[src/rtl/voice_allocator.sv]
// rtl/voice_allocator.sv - round-robin voice allocator sharing tone generators between piano keys
//
// Purpose: a scanner visits one key per clock. A newly pressed key takes the
// lowest-index free voice, or steals the oldest voice when every voice is busy.
// The clamped octave is latched per voice at allocation time.
//
// Ports:
//   clk, reset    clock, asynchronous active-high reset
//   key           debounced key levels, 1 = pressed
//   scale         current octave from the scale selector (clamped on latch)
//   sustain       pedal, 1 = hold (present only when VOICE_SUSTAIN_EN is defined)
//   voice_active  per-voice sounding flag
//   voice_key     per-voice key index, voice v at [v*KEY_W +: KEY_W]
//   voice_scale   per-voice latched octave, voice v at [v*8 +: 8]
//   alloc_pulse   1-clk strobe on every (re)assignment
//   alloc_voice   voice index of the most recent assignment
//   steal_pulse   1-clk strobe when the assignment replaced a sounding voice
//
// Optional feature macro: VOICE_SUSTAIN_EN (adds the sustain pedal input).

module voice_allocator #(
    parameter int NUM_KEYS   = 8,
    parameter int NUM_VOICES = 4,
    parameter int AGE_W      = 4,
    parameter int MIN_SCALE  = 1,
    parameter int FULL_SCALE = 5,
    localparam int KEY_W     = $clog2(NUM_KEYS),
    localparam int VOICE_W   = $clog2(NUM_VOICES)
) (
    input  logic                          clk,
    input  logic                          reset,
    input  logic [NUM_KEYS-1:0]           key,
    input  logic [7:0]                    scale,
`ifdef VOICE_SUSTAIN_EN
    input  logic                          sustain,
`endif
    output logic [NUM_VOICES-1:0]         voice_active,
    output logic [NUM_VOICES*KEY_W-1:0]   voice_key,
    output logic [NUM_VOICES*8-1:0]       voice_scale,
    output logic                          alloc_pulse,
    output logic [VOICE_W-1:0]            alloc_voice,
    output logic                          steal_pulse
);

    localparam logic [AGE_W-1:0] AGE_MAX = {AGE_W{1'b1}};

    logic [KEY_W-1:0]                     scan_ptr_q, scan_ptr_d;
    logic [NUM_KEYS-1:0]                  served_q, served_d;
    logic [NUM_VOICES-1:0]                active_q, active_d;
    logic [NUM_VOICES-1:0][KEY_W-1:0]     vkey_q, vkey_d;
    logic [NUM_VOICES-1:0][7:0]           vscale_q, vscale_d;
    logic [NUM_VOICES-1:0][AGE_W-1:0]     age_q, age_d;
    logic                                 alloc_pulse_q, alloc_pulse_d;
    logic [VOICE_W-1:0]                   alloc_voice_q, alloc_voice_d;
    logic                                 steal_pulse_q, steal_pulse_d;

    logic                                 release_en;
    logic [7:0]                           scale_clamped;
    logic                                 free_found;
    logic [VOICE_W-1:0]                   free_idx;
    logic [VOICE_W-1:0]                   oldest_idx;
    logic [AGE_W-1:0]                     oldest_age;
    logic [VOICE_W-1:0]                   target;
    logic                                 key_now;

`ifdef VOICE_SUSTAIN_EN
    assign release_en = ~sustain;
`else
    assign release_en = 1'b1;
`endif

    assign key_now = key[scan_ptr_q];

    always_comb begin
        scale_clamped = scale;
        if (scale < 8'(MIN_SCALE)) begin
            scale_clamped = 8'(MIN_SCALE);
        end else if (scale > 8'(FULL_SCALE)) begin
            scale_clamped = 8'(FULL_SCALE);
        end
    end

    // Lowest-index inactive voice: scanning downwards lets the lowest index win.
    always_comb begin
        free_found = 1'b0;
        free_idx   = '0;
        for (int v = NUM_VOICES - 1; v >= 0; v--) begin
            if (!active_q[v]) begin
                free_found = 1'b1;
                free_idx   = VOICE_W'(v);
            end
        end
    end

    // Oldest voice: strict greater-than keeps the lowest index on ties.
    always_comb begin
        oldest_idx = '0;
        oldest_age = age_q[0];
        for (int v = 1; v < NUM_VOICES; v++) begin
            if (age_q[v] > oldest_age) begin
                oldest_age = age_q[v];
                oldest_idx = VOICE_W'(v);
            end
        end
    end

    assign target = free_found ? free_idx : oldest_idx;

    always_comb begin
        scan_ptr_d    = (scan_ptr_q == KEY_W'(NUM_KEYS - 1)) ? '0 : scan_ptr_q + 1'b1;
        served_d      = served_q;
        active_d      = active_q;
        vkey_d        = vkey_q;
        vscale_d      = vscale_q;
        age_d         = age_q;
        alloc_pulse_d = 1'b0;
        alloc_voice_d = alloc_voice_q;
        steal_pulse_d = 1'b0;

        if (key_now && !served_q[scan_ptr_q]) begin
            for (int v = 0; v < NUM_VOICES; v++) begin
                if (active_q[v] && (age_q[v] != AGE_MAX)) begin
                    age_d[v] = age_q[v] + 1'b1;
                end
            end
            active_d[target]     = 1'b1;
            vkey_d[target]       = scan_ptr_q;
            vscale_d[target]     = scale_clamped;
            age_d[target]        = '0;
            served_d[scan_ptr_q] = 1'b1;
            alloc_pulse_d        = 1'b1;
            alloc_voice_d        = target;
            steal_pulse_d        = ~free_found;
        end else if (!key_now) begin
            served_d[scan_ptr_q] = 1'b0;
            if (release_en) begin
                for (int v = 0; v < NUM_VOICES; v++) begin
                    if (active_q[v] && (vkey_q[v] == scan_ptr_q)) begin
                        active_d[v] = 1'b0;
                    end
                end
            end
        end
    end

    always_ff @(posedge clk or posedge reset) begin
        if (reset) begin
            scan_ptr_q    <= '0;
            served_q      <= '0;
            active_q      <= '0;
            vkey_q        <= '0;
            vscale_q      <= {NUM_VOICES{8'(MIN_SCALE)}};
            age_q         <= '0;
            alloc_pulse_q <= 1'b0;
            alloc_voice_q <= '0;
            steal_pulse_q <= 1'b0;
        end else begin
            scan_ptr_q    <= scan_ptr_d;
            served_q      <= served_d;
            active_q      <= active_d;
            vkey_q        <= vkey_d;
            vscale_q      <= vscale_d;
            age_q         <= age_d;
            alloc_pulse_q <= alloc_pulse_d;
            alloc_voice_q <= alloc_voice_d;
            steal_pulse_q <= steal_pulse_d;
        end
    end

    assign voice_active = active_q;
    assign voice_key    = vkey_q;
    assign voice_scale  = vscale_q;
    assign alloc_pulse  = alloc_pulse_q;
    assign alloc_voice  = alloc_voice_q;
    assign steal_pulse  = steal_pulse_q;

endmodule
[config.mk]
export PLATFORM = sky130hd
export DESIGN_NAME = voice_allocator
export DESIGN_NICKNAME = d
export VERILOG_FILES = /design/src/rtl/voice_allocator.sv
export SDC_FILE = /design/constraint.sdc
export NUM_CORES = 1
export LEC_CHECK = 0
export BUFFER_PORTS_ARGS = -buffer_cell sky130_fd_sc_hd__buf_2
export CAP_MARGIN = 20
export CORE_MARGIN = 2
export CORE_UTILIZATION = 55
export CTS_BUF_LIST = sky130_fd_sc_hd__clkbuf_8
export DETAILED_ROUTE_END_ITERATION = 16
export GPL_TIMING_DRIVEN = 0
export PLACE_DENSITY = 0.79
export SYNTH_ARGS = -nofsm -noshare
export SYNTH_HDL_FRONTEND = slang
export SYNTH_SLANG_ARGS = --single-unit
[constraint.sdc]
create_clock -name clk -period 10.58 [get_ports clk]
set_input_delay 1.587 -clock clk [delete_from_list [all_inputs] [get_ports clk]]
set_output_delay 1.587 -clock clk [all_outputs]
set_load 0.005 [all_outputs]
Word-level counts from Yosys, hierarchy flattened:

Cells that the tools add are included.

* bits in registers: 79
* bits of input ports: 18
* output and inout port bits: 52
* logic and storage cells: 123

* add/subtract/negate cells: 5
* magnitude comparators: 9
* equality and inequality tests: 10
* mux-type cells: 51
* bitwise gates (word level): 7
* reductions and logical operators: 20

Operator list (number)
* 4-bit 2-to-1 mux: 13
* 8-bit 2-to-1 mux: 5
* 32-bit bitwise mux: 1
* 4-bit by 1-bit adder with 4-bit output, second input constant: 4
* 16-bit AND: 1
* 8-bit demux with 2-bit select: 1
* 4-bit != test, second input constant: 4
* 16-bit inverter: 1
* 1-bit 2-to-1 mux: 15
* 2-bit 2-to-1 mux: 7
* 12-bit bitwise mux: 1
* 3-bit equality test: 4
* 4-bit > comparator: 3
* 1-bit logical AND: 11
* 8-bit AND: 1
* 4-bit demux with 2-bit select: 1
* 8-bit by 3-bit > comparator with 1-bit output, second input constant: 1
* 8-bit by 1-bit < comparator with 1-bit output, second input constant: 1
* 8-bit inverter: 1
* 8-bit bitwise OR: 1
* 2-bit AND reduction: 4
* 2-bit nonzero test: 4
* 1-bit binary-select mux with 3-bit select: 2
* 3-bit demux with 2-bit select: 1
* other kinds (13): 14

Depth between registers and ports, before layout:

* depth in word-level cells: 13
* depth in mapped cells: 20
* mapped depth without buffers: 19

Worst setup path before layout:

OpenSTA, ideal clock, no wires.

* path kind: register to register
* start point: reg age_q[1] (netlist bit)
* end point: reg vkey_q, in the netlist voice_key[0]
* library setup time: 0.128 ns
* data arrival time: 4.549 ns
* data required time: 10.452 ns
* path slack: 5.904 ns
* cell stages (with the launch flop): 21
* buffers on the path: 1
* clock period less this slack: 4.676 ns
* cells stage by stage: dfrtp_1 inv_1 ha_1 nor2b_1 o21ai_0 a21oi_1 mux2_2 ha_1 nand4_1 o21ai_0 a21o_1 nand2_1 o21ai_0 ha_1 and3b_1 a2111oi_2 nor2_1 o311a_1 a211oi_4 buf_6 mux2_1

* longest elaborated chain between the ends: 12
* elaborated cells on any way between the ends: 15
* classes of those cells: order compare (5); mux (9); reduce/logical (1)

RTL lines
* start: declaration: RTL line 52 `logic [NUM_VOICES-1:0][AGE_W-1:0] age_q, age_d;`
* start signal: assignment: RTL line 163 `age_q <= age_d;`
* 4-bit > comparator: RTL line 100 `if (age_q[v] > oldest_age) begin`
* 4-bit 2-to-1 mux: RTL line 100
* 4-bit > comparator: RTL line 100
* 4-bit 2-to-1 mux: RTL line 100
* 4-bit > comparator: RTL line 100
* 2-bit 2-to-1 mux *: RTL line 100
* 2-bit 2-to-1 mux *: RTL line 107 `assign target = free_found ? free_idx : oldest_idx;`
* 2-bit by 3-bit < comparator with 1-bit output (not written as such) / 2-bit by 1-bit greater-or-equal comparator with 1-bit output (equally long branches): RTL line 127 `vkey_d[target] = scan_ptr_q;`
* 1-bit logical AND (not written as such): RTL line 127
* 3-bit 2-to-1 mux (not written as such): RTL line 127
* 3-bit demux with 2-bit select *: RTL line 127
* 12-bit bitwise mux *: RTL line 127
* end signal: assignment: RTL line 161 `vkey_q <= vkey_d;`
* end: declaration: RTL line 50 `logic [NUM_VOICES-1:0][KEY_W-1:0] vkey_q, vkey_d;`

Mark *: on every way between the ends. The rest lies on a longest branch, timed or not.
A chain may end at the register's enable or synchronous reset.

Final worst setup path:

Ends and elaborated chain as after synthesis.

==> flow_summary.yaml <==
detailed_routing:
  drt_first_iter_violations: 82
  vias_per_cell: 5.49
  drt_first_pass_iters: 4
  drc_errors: 0
  wl_um: 8050
  vias: 2762
  postRouteAntennaNets: 0
  routedWlPerCell_um: 16.0
timing:
  timing.setup.tns_ps: 0
  tightestPinTransition_ps: 564
  drv_slew: 0
  rsz0062_at_grt: "false"
  finalCritPeriodShare_pct: 50.1
  max_freq_mhz: 189
  hold_viol_final: 0
  max_slew_margin_pct: 62.4
  setup_viol: 0
  skew_ps: 7.74
  post-route-min-period_ps: 5300
power:
  combPwrFrac_pct: 50.9
  p_int_uw: 856
  switching_share_pct: 41.5
  p_per_area_nw_per_um2: 317
  clockPowerShare_pct: 17.1
  power_frac_seq_pct: 32.0
  power_leakage_nw: 2.17
  ir_worst_vdd_v: 0.000177
  power_switching_uw: 607
  total_power_mw: 1.46
placement:
  hpwl_um: 5680
  place_area_sq_um: 4400
  place.gp.congestion: 0.813
  dp_cells: 487
  io_buffers: 69
finish:
  drive_above_1_share_pct: 35.4
  fin_util_pct: 67.7
  stdcell_area_sq_um: 4620
  nNetsFinal: 438
  antenna_cells: 0
  final_cells: 503
  multi_input_area_sq_um: 1810
  fill_cells: 550
  synthToLayoutAreaGrowth_pct: 18.4
  seqCellArea_sq_um: 1980
min_path:
  holdPathStages: 1
  hp-class: "reg2reg"
synth:
  synth_flop_cell: "dfrtp_1"
  synth_cell_type_count: 56
  netlist.area_leader.share_pct: 48.1
  synth_cells: 321
  yosysMostFrequentCell: "dfrtp_1"
  ys_async_sr_fraction_pct: 100
  synthTopCellsByCount: "75 x dfrtp_1, 31 x mux2_2, 18 x ha_1"
  synth_area_leader_cell: "dfrtp_1"
  ys_ff_latch: 79
  synthTopCellsByArea: "dfrtp_1 48%, mux2_2 8.9%, ha_1 5.8%, dfstp_2 2.7%, xnor2_1 2.2%"
  synth_edf_count: 0
  syn_area_per_cell_sq_um: 12.2
  ys_warn_count: 0
  ys_seq_area_share_pct: 50.8
  synthesis.area_sq_um: 3900
  syn_nets: 357
clocking:
  cts_root_buf: "clkbuf_8"
  clockBufferDepth: 2
  cts_hold_buf: 0
  clock_latency_ps: 350
  h-tree-depth: 3
  cts.sinks: 79
  cts_resized: 0
  cts_inserted_buffers: 9
  clk_pin_slew_ps: 80
  cts_tree: "built"
  cts_setup_buffers: 0
global_route:
  grt_pass1_vias: 2793
  antenna_found_initial: 0
  gr-usage-all-layers_pct: 22.6
  overflow: 0
  grt_start_max_net_pins: 63
  grt_pass1_wl_um: 13500
floorplanning:
  io_pins: 70
  die_x_um: 88.3
  core_area_sq_um: 6830
  dieArea_sq_um: 7790
  row_count: 30
  start_util_pct: 57.2
  die_h_um: 88.3
critical_path:
  cp-start-kind: "flip-flop"
  required_ps: 10820
  crit_path_end_kind: "flip-flop"
  critPathKind: "reg2reg"
  crit_path_max_fanout: 10
  reg2reg_depth: 20
  critPathArrivalTime_ps: 5540
job:
  drv_cap: 0
run_status:
  outcome: "finished clean"
==> metrics by stage <==
step / hold slack (ps) / setup slack, ps
floorplan: 473 / 5900
global placement: 464 / 5410
detailed placement: 467 / 5290
CTS: 490 / 5270
global route: 506 / 4920
finish: 486 / 5280
==> worst max-delay path, cell delays in order, from the launching register on <==
cell and delay (ps):
dfrtp_1 420, inv_1 60, ha_1 280, nor2b_1 130, o21ai_0 90, a21oi_1 480, mux2_2 420, ha_1 280
nand4_1 80, o21ai_0 100, a21oi_1 410, nor2_1 100, a21oi_1 160, ha_1 160, and3b_1 180, a2111oi_2 330
nor2_1 160, o311a_1 430, a211oi_4 390, buf_6 200, mux2_1 320
==> area by class of cell <==
type,count,share of cell area [%]
multi-input combinational,219,39.2
buffer,12,1.46
clock inverter,6,1.84
sequential,79,42.9
clock buffer,10,2.98
tap,96,2.60
timing repair buffer,70,8.06
inverter,11,0.947
==> power by group through the flow <==
stage	registers (mW)	clock network, mW	logic, mW
global route	0.480	0.265	0.832
global placement	0.467	0	0.700
detailed placement	0.471	0	0.742
finish	0.469	0.250	0.745
CTS	0.468	0.253	0.747
floorplan	0.459	0	0.561
==> worst paths after layout <==
kind,from,endpoint,slack (ps)
worst min-delay path,voice_scale[28],voice_scale[28],490
max in group asynchronous,reset,voice_scale[8],8820
worst min register to register,voice_scale[28],voice_scale[28],490
worst max register to register,age_q[1],voice_key[0],5280
worst max-delay path,age_q[1],voice_key[0],5280
min in group asynchronous,reset,voice_scale[2],1160
==> layout by cell type (no fill, tap or decap), types with 9 or more instances in the layout <==
cell type	instances
ha_1	18
buf_2	72
inv_1	10
nor2b_1	12
nor3_1	9
nand3_1	9
nand2_1	17
dfrtp_1	75
xnor2_1	10
o21ai_0	10
mux2_2	31
clkbuf_8	10
nor2_1	13
and2_1	13
==> logic make-up (layout without fill, tap and decap cells) <==
kind of cell	Yosys count	count (layout)	synth area share, %
compound gates	45	45	9.90
buf+inv	23	109	2.79
simple gates	94	94	13.3
flops	79	79	50.8
xor+xnor	17	17	3.81
mux	45	45	13.7
fa+ha+maj	18	18	5.77
==> layer usage <==
| metal | up-vias | track usage (%) | routed length [um] |
|---|---|---|---|
| met3 | 12 | 5.04 | 401 |
| met1 | 1370 | 29.1 | 3560 |
| met4 | 0 | 9.64 | 146 |
| li1 | 1316 | - | - |
| met2 | 64 | 37.1 | 3940 |
| met5 | - | 0 | 0 |
Power figures use the tool's default switching activity.
